<file path="src/rtl/pipe_stage_reg.sv">
// pipe_stage_reg: two-entry valid/ready pipeline register with hazard hold, flush, and bubble control zeroing.
// Saturating stall/flush/backpressure counters are built only when PIPE_STAGE_PERF_EN is defined.
module pipe_stage_reg #(
    parameter int DATA_W = 64,
    parameter int CTRL_W = 16,
    parameter int CNT_W  = 16
) (
    input  logic              clk,
    input  logic              rst,
    input  logic              in_valid,
    output logic              in_ready,
    input  logic [DATA_W-1:0] in_data,
    input  logic [CTRL_W-1:0] in_ctrl,
    input  logic              hold,
    input  logic              flush,
    output logic              out_valid,
    input  logic              out_ready,
    output logic [DATA_W-1:0] out_data,
    output logic [CTRL_W-1:0] out_ctrl,
    output logic [CNT_W-1:0]  stall_cnt,
    output logic [CNT_W-1:0]  flush_cnt,
    output logic [CNT_W-1:0]  bp_cnt
);

    typedef enum logic [1:0] {
        EMPTY = 2'd0,
        ONE   = 2'd1,
        TWO   = 2'd2
    } state_e;

    state_e            state_r;
    logic [DATA_W-1:0] main_data_r;
    logic [DATA_W-1:0] skid_data_r;
    logic [CTRL_W-1:0] main_ctrl_r;
    logic [CTRL_W-1:0] skid_ctrl_r;
    logic              push_s;
    logic              pop_s;

    // Handshake outputs and transfer events; control is zeroed on any bubble
    always_comb begin
        in_ready  = (state_r != TWO) && !hold;
        out_valid = (state_r != EMPTY) && !hold;
        out_data  = main_data_r;
        if (out_valid) begin
            out_ctrl = main_ctrl_r;
        end else begin
            out_ctrl = {CTRL_W{1'b0}};
        end
        push_s = in_valid && in_ready && !flush;
        pop_s  = out_valid && out_ready;
    end

    // Occupancy state and entry storage; flush empties and kills control but keeps payload
    always_ff @(posedge clk or posedge rst) begin
        if (rst) begin
            state_r     <= EMPTY;
            main_data_r <= {DATA_W{1'b0}};
            skid_data_r <= {DATA_W{1'b0}};
            main_ctrl_r <= {CTRL_W{1'b0}};
            skid_ctrl_r <= {CTRL_W{1'b0}};
        end else if (flush) begin
            state_r     <= EMPTY;
            main_ctrl_r <= {CTRL_W{1'b0}};
            skid_ctrl_r <= {CTRL_W{1'b0}};
        end else begin
            case (state_r)
                EMPTY: begin
                    if (push_s) begin
                        state_r     <= ONE;
                        main_data_r <= in_data;
                        main_ctrl_r <= in_ctrl;
                    end
                end
                ONE: begin
                    if (push_s && pop_s) begin
                        main_data_r <= in_data;
                        main_ctrl_r <= in_ctrl;
                    end else if (push_s) begin
                        state_r     <= TWO;
                        skid_data_r <= in_data;
                        skid_ctrl_r <= in_ctrl;
                    end else if (pop_s) begin
                        state_r <= EMPTY;
                    end
                end
                TWO: begin
                    // in_ready is low here, so only a pop can move the skid entry forward
                    if (pop_s) begin
                        state_r     <= ONE;
                        main_data_r <= skid_data_r;
                        main_ctrl_r <= skid_ctrl_r;
                    end
                end
                default: begin
                    state_r <= EMPTY;
                end
            endcase
        end
    end

`ifdef PIPE_STAGE_PERF_EN
    logic [CNT_W-1:0] stall_cnt_r;
    logic [CNT_W-1:0] flush_cnt_r;
    logic [CNT_W-1:0] bp_cnt_r;

    function automatic logic [CNT_W-1:0] sat_inc(input logic [CNT_W-1:0] v);
        if (v == {CNT_W{1'b1}}) begin
            return v;
        end else begin
            return v + CNT_W'(1'b1);
        end
    endfunction

    // Saturating event counters, cleared only by reset
    always_ff @(posedge clk or posedge rst) begin
        if (rst) begin
            stall_cnt_r <= {CNT_W{1'b0}};
            flush_cnt_r <= {CNT_W{1'b0}};
            bp_cnt_r    <= {CNT_W{1'b0}};
        end else begin
            if (hold) begin
                stall_cnt_r <= sat_inc(stall_cnt_r);
            end
            if (flush && (state_r != EMPTY)) begin
                flush_cnt_r <= sat_inc(flush_cnt_r);
            end
            if (out_valid && !out_ready) begin
                bp_cnt_r <= sat_inc(bp_cnt_r);
            end
        end
    end

    assign stall_cnt = stall_cnt_r;
    assign flush_cnt = flush_cnt_r;
    assign bp_cnt    = bp_cnt_r;
`else
    assign stall_cnt = {CNT_W{1'b0}};
    assign flush_cnt = {CNT_W{1'b0}};
    assign bp_cnt    = {CNT_W{1'b0}};
`endif

endmodule

</file>
<file path="config.mk">
export PLATFORM = sky130hd
export DESIGN_NAME = pipe_stage_reg
export DESIGN_NICKNAME = d
export VERILOG_FILES = /design/src/rtl/pipe_stage_reg.sv
export SDC_FILE = /design/constraint.sdc
export NUM_CORES = 1
export LEC_CHECK = 0
export CAP_MARGIN = 15
export CORE_MARGIN = 4
export CORE_UTILIZATION = 44
export DETAILED_ROUTE_END_ITERATION = 10
export PLACE_DENSITY = 0.77
export SLEW_MARGIN = 0
export SYNTH_ARGS = -nofsm -noshare
export SYNTH_HDL_FRONTEND = slang
export SYNTH_SLANG_ARGS = --single-unit
</file>
<file path="constraint.sdc">
create_clock -name clk -period 5.7 [get_ports clk]
set_clock_uncertainty 0.15 [all_clocks]
set_input_delay 1.14 -clock clk [delete_from_list [all_inputs] [get_ports clk]]
set_output_delay 1.14 -clock clk [all_outputs]
set_load 0.05 [all_outputs]
</file>
==> run metrics, run 1 <==
fmax 224 MHz; DIE HEIGHT 141 um; IO Port Bufs 167; Core Footprint 17200 um^2; insertion delay to the later sink of the worst-skew pair 410 ps; antenna-violating nets left 0; clock power share 0.317; largest cells by area after synthesis dfrtp_1, nand2_1, a41oi_2; Reg2Reg Launch Point state_r[1]; CP peak stage delay 800 ps; Post-CTS Setup Bufs 0; Tot Pwr 3.63 mW; vias in the first global route 6210; number of placement rows 48; number of DRC markers in iteration 0 432; GP Congestion 0.772; hold violation count in the final report 0; post-synthesis register bit count 162; FF-to-FF setup slack 3400 ps; I/O Pins 216; Synth Area in XOR/XNOR 0; DRC viols 0; root buf cell clkbuf_16; sequential fraction of design power 0.399; fin nets 1034; kind of end point of the critical path output port; routed length per instance 16.2 um; Critical path buffers and inverters 3; number of synthesized flops with an enable pin 0; TritonCTS Buffers 17; synth cell count leaders nand2_1, dfrtp_1, a21oi_1, buf_4, a41oi_1; TritonCTS sink count 162; hold depth 2; sequential share of the synthesized area 0.524; Slew @ Worst Pin 1040 ps; Max-Cap Viols 0; largest net degree at the start of global routing 105; Finish-stage setup viols 0; CP delay by family, top buffers and inverters; main combinational cell family by area after synthesis compound AO/OA/AOI/OAI gates; slowest cell on the critical path clkdlybuf4s50_1; Critical Path AT 3170 ps; post-synthesis compound-gate area fraction 0.188; syn avg cell area 9.49 um^2; Vias 6196; adder-cell area share of the yosys netlist 0; Synth area leader dfrtp_1; Mapped Cells 815; Leakage 4.40 nW; area of the die 19800 um^2; CP Data Required Time 4410 ps; Reg-to-Reg End out_data[54]; Layout area overhead 28.4%; top cell type's share of synthesized area 0.524; Slew Limit Fails 0; status completed; Total Routing Usage GR 0.194; kind of critical path in -> out; hold endpoint skid_data_r[43]; post-cts resize count 0; critical path launch point type primary input; Placement Cell Area 9340 um^2; crit-path max FO 18; worst hold start skid_data_r[43]; ys async rst share 1.00; fin area 9930 um^2; Post-Route WL 19200 um; post-synthesis mux area share 0.0207; total number of H-tree levels 4; Cell Int Power 2.35 mW; Starting Density 0.449; fin util 0.576; final hold slack 326 ps; r2r worst-path depth 5; antenna violations before repair 0; setup_tns 0 ps; peak supply drop 197 uV; crit-path cells clkdlybuf4s50_1 -> nor2_1 -> buf_4 -> and2_1 -> clkdlybuf4s50_1; die width 141 um; Final Critical Period 4460 ps; crit share post-route 0.782; Simple-Gate Fraction of Synth Area 0.180; HP Class reg -> reg; main flop type after synthesis dfrtp_1; power density of the placed cells 365 nW/um^2; CP dominant cell by count clkdlybuf4s50_1; number of vias per cell 5.22; layout cells sized above 1 0.0853; combinational fraction of design power 0.284; total gr overflow 0; Synth Cell Area 7740 um^2; RSZ-0062 raised after global routing no; CTS tree yes; CTS max path bufs 2; Reg clk slew, reported paths 70 ps; NetSw 1.27 mW; Initial DRT Pass Iterations 4; count leader, synth nand2_1; Netlist cell types 28; # hold bufs at CTS 0; first-pass GRT wire length 31800 um; # diodes 0; Sw Share 0.352; synth warn 0; Worst slew margin 0.309; DPL Wire Length 11800 um
## layout make-up
| class | count | area (um^2) |
|---|---|---|
| clock inverters | 13 | 151 |
| inverters | 3 | 16.3 |
| well taps | 225 | 282 |
| flip-flops and latches | 162 | 4050 |
| multi-input cells | 584 | 3220 |
| repair buffers | 180 | 1770 |
| clock buffers | 19 | 443 |
| fillers | 1503 | 7300 |
## worst max path at each step
stage,start,to,slack (ps),cells past startpoint
3_5_place_dp,hold,out_ctrl[7],1260,5
4_1_cts,hold,out_ctrl[7],1240,5
3_3_place_gp,hold,out_ctrl[11],1310,5
2_1_floorplan,rst,main_ctrl_r[0],30,1
5_1_grt,hold,out_ctrl[5],1170,5
6_report,hold,out_ctrl[7],1240,5
## state kept, by name (all words and copies together) (netlist names)
| name | flops |
|---|---|
| out_data | 64 |
| skid_data_r | 64 |
| main_ctrl_r | 16 |
| skid_ctrl_r | 16 |
| state_r | 2 |
## cells in the final DEF, fill, tap and decap left out, types with 2 or more instances in the layout
| cell | synthesis | routed |
|---|---|---|
| a21oi_1 | 64 | 64 |
| clkinvlp_4 | 0 | 3 |
| bufinv_16 | 0 | 2 |
| conb_1 | 1 | 48 |
| and2_1 | 16 | 16 |
| clkdlybuf4s50_1 | 0 | 167 |
| a22o_1 | 17 | 17 |
| a41oi_2 | 30 | 30 |
| nor2_1 | 7 | 7 |
| buf_4 | 57 | 13 |
| mux2i_1 | 16 | 16 |
| clkinv_4 | 0 | 3 |
| a41oi_1 | 34 | 34 |
| inv_1 | 3 | 2 |
| dfrtp_1 | 162 | 162 |
| inv_6 | 0 | 4 |
| nand2_1 | 323 | 323 |
| o2bb2ai_1 | 16 | 16 |
| clkbuf_16 | 0 | 17 |
## per-layer routing
layer	track usage	share of wire
met3	0.0509	0.065
met2	0.296	0.46
met1	0.276	0.46
met5	0	0
met4	0.0535	0.014
## per-stage QoR
stage | cells | worst slack (ps)
floorplan | 862 | 33.4
global placement | 1154 | 1310
detailed placement | 1154 | 1260
CTS | 1186 | 1240
global route | 1186 | 1170
finish | 1186 | 1240
## worst min-delay path, delay by kind of cell, from the launching register on
family,cells,cell delay (ps)
flops,1,340
simple gates,2,100
## logic make-up (layout without fill, tap and decap cells)
logic type	count (synthesis)	count (layout)
and+or+nand+nor	353	353
AOI/OAI and AO/OA	167	167
DFF	162	162
buffers and inverters	116	215
muxes	16	16
other	1	48
## power by group through the flow
stage               combinational [mW]  clock [mW]  sequential [mW]
global placement                  1.02           0             1.46
global route                      1.10        1.22             1.47
floorplan                        0.387           0             1.79
detailed placement                1.04           0             1.46
CTS                               1.04        1.17             1.45
finish                            1.03        1.15             1.45
Power figures use the tool's default switching activity.
==> inputs of run 2 (changes only) <==
==> constraint.sdc (replaced) <==
create_clock -name clk -period 3.7 [get_ports clk]
set_clock_uncertainty 0.15 [all_clocks]
set_input_delay 0.74 -clock clk [delete_from_list [all_inputs] [get_ports clk]]
set_output_delay 0.74 -clock clk [all_outputs]
set_load 0.05 [all_outputs]
==> run 2 against run 1 <==
Against the previous run: sequential power is 54% higher; clock power is 60% higher; design area is 3.0% higher; critical path type unchanged.
==> run metrics, run 2 (synthesis results as in run 1) <==
Reg clk slew, reported paths 60 ps (about the same); crit share post-route 0.800; Core Footprint 17200 um^2 (unchanged); Slew Limit Fails 0 (unchanged); kind of end point of the critical path output port; Metal-1 WL 8750 um (-1.3%); Post-CTS Setup Bufs 0 (unchanged); TritonCTS sink count 162 (unchanged); number of vias per cell 5.22 (about the same); fin util 0.594 (+0.0176); Placement Cell Area 9610 um^2 (+2.9%); register area 4050 um^2 (unchanged); kind of critical path in -> out; number of DRC markers in iteration 0 437 (+1.2%); DRC viols 0 (unchanged); antenna-violating nets left 0 (unchanged); IO Port Bufs 167 (unchanged); DIE HEIGHT 141 um (unchanged); most common cell after layout, fill and taps aside nand2_1; layout cells sized above 1 0.110 (+0.0251); met3 WL 1490 um (+19%); Starting Density 0.449 (unchanged); die width 141 um (unchanged); critical path launch point type primary input; total gr overflow 0 (unchanged); RSZ-0062 raised after global routing no; antenna violations before repair 0 (unchanged); hold violation count in the final report 0 (unchanged); # hold bufs at CTS 0 (unchanged); DPL Wire Length 12400 um (+4.9%); Slew @ Worst Pin 1080 ps (+44.2 ps); root buf cell clkbuf_16; fmax 338 MHz; power density of the placed cells 555 nW/um^2 (+52%); setup_tns 0 ps (unchanged); Leakage 4.55 nW (+3.3%); CTS tree yes; CTS max path bufs 2 (unchanged); routed length per instance 16.5 um (+1.7%); area of the multi-input gates 3220 um^2 (unchanged); crit-path max FO 2 (-16); Post-Route WL 19700 um (+2.3%); met2 routed WL 9350 um (+5.8%); Layout area overhead 32.3%; peak supply drop 329 uV (+67%); GP Congestion 0.765 (-0.88%); fillcell total 1472 (-2.1%); total number of H-tree levels 4 (unchanged); fin area 10200 um^2 (+3.0%); fin nets 1042 (+0.77%); I/O Pins 216 (unchanged); insertion delay to the later sink of the worst-skew pair 420 ps (about the same); Max-Cap Viols 0 (unchanged); Final Critical Period 2960 ps; Initial DRT Pass Iterations 5 (+1); first-pass GRT wire length 32700 um (+2.9%); CP Data Required Time 2810 ps (-1600 ps); status completed; vias in the first global route 6436 (+3.6%); Finish-stage setup viols 0 (unchanged); most frequent cells in the layout nand2_1, dfrtp_1, clkdlybuf4s50_1, a21oi_1, conb_1; post-cts resize count 0 (unchanged); area of the die 19800 um^2 (unchanged); largest net degree at the start of global routing 86 (-18%); TritonCTS Buffers 17 (unchanged); HP Class reg -> reg; # diodes 0 (unchanged); Critical Path AT 2070 ps (-1100 ps); DR top layer met4; Total Routing Usage GR 0.202 (+0.00776); Worst slew margin 0.279 (-0.0295); number of placement rows 48 (unchanged); Vias 6237 (+0.66%)
-- run 2: cell count changes in the layout (fill, tap and decap cells not counted) --
cell / previous run / this run
buf_12: 0 / 21
buf_4: 13 / 16
buf_6: 0 / 1
bufinv_16: 2 / 3
clkdlybuf4s50_1: 167 / 150
clkinv_4: 3 / 2
inv_6: 4 / 5
inv_8: 1 / 0
-- run 2: path summary, 6_finish.rpt --
kind / to / cells past startpoint / slack, ps / from
max: in_ready / 3 / 740 / hold
min: skid_data_r[6] / 2 / 320 / skid_data_r[6]
max reg2reg: out_data[41] / 4 / 1460 / state_r[1]
min reg2reg: skid_data_r[6] / 2 / 320 / skid_data_r[6]
max in group asynchronous: out_data[26] / 3 / 1920 / rst
min in group asynchronous: skid_data_r[39] / 2 / 680 / rst
-- run 2: critical path: stages --
cell and delay [ps]:
clkdlybuf4s50_1 420, nor2_1 110, clkdlybuf4s50_1 800
-- run 2: per-layer routing --
| layer | GRT usage | vias up |
|---|---|---|
| met5 | 0 | - |
| met4 | 0.0500 | 0 |
| met3 | 0.0594 | 7 |
| met2 | 0.318 | 217 |
| met1 | 0.276 | 3057 |
| li1 | - | 2956 |
-- run 2: area by class of cell --
class                      count  share of cell area
tap                          225              0.0275
multi-input combinational    584               0.314
timing repair buffer         188               0.201
clock inverter                13              0.0167
inverter                       3             0.00147
sequential                   162               0.396
clock buffer                  19              0.0433
-- run 2: power breakdown --
group	internal, mW	switching, mW
clock network	1.09	0.746
logic	0.550	1.06
registers	2.06	0.171
total	3.71	1.97
-- run 2: metrics by stage --
step | hold WS, ps | worst slack [ps] | power (mW) | instances
final | 324 | 741 | 5.68 | 1194
after global routing | 345 | 670 | 5.93 | 1194
after CTS | 328 | 732 | 5.72 | 1193
after detailed placement | 312 | 692 | 3.87 | 1161
after global placement | 307 | 741 | 3.84 | 1161
after floorplan | 296 | 469 | 3.35 | 862
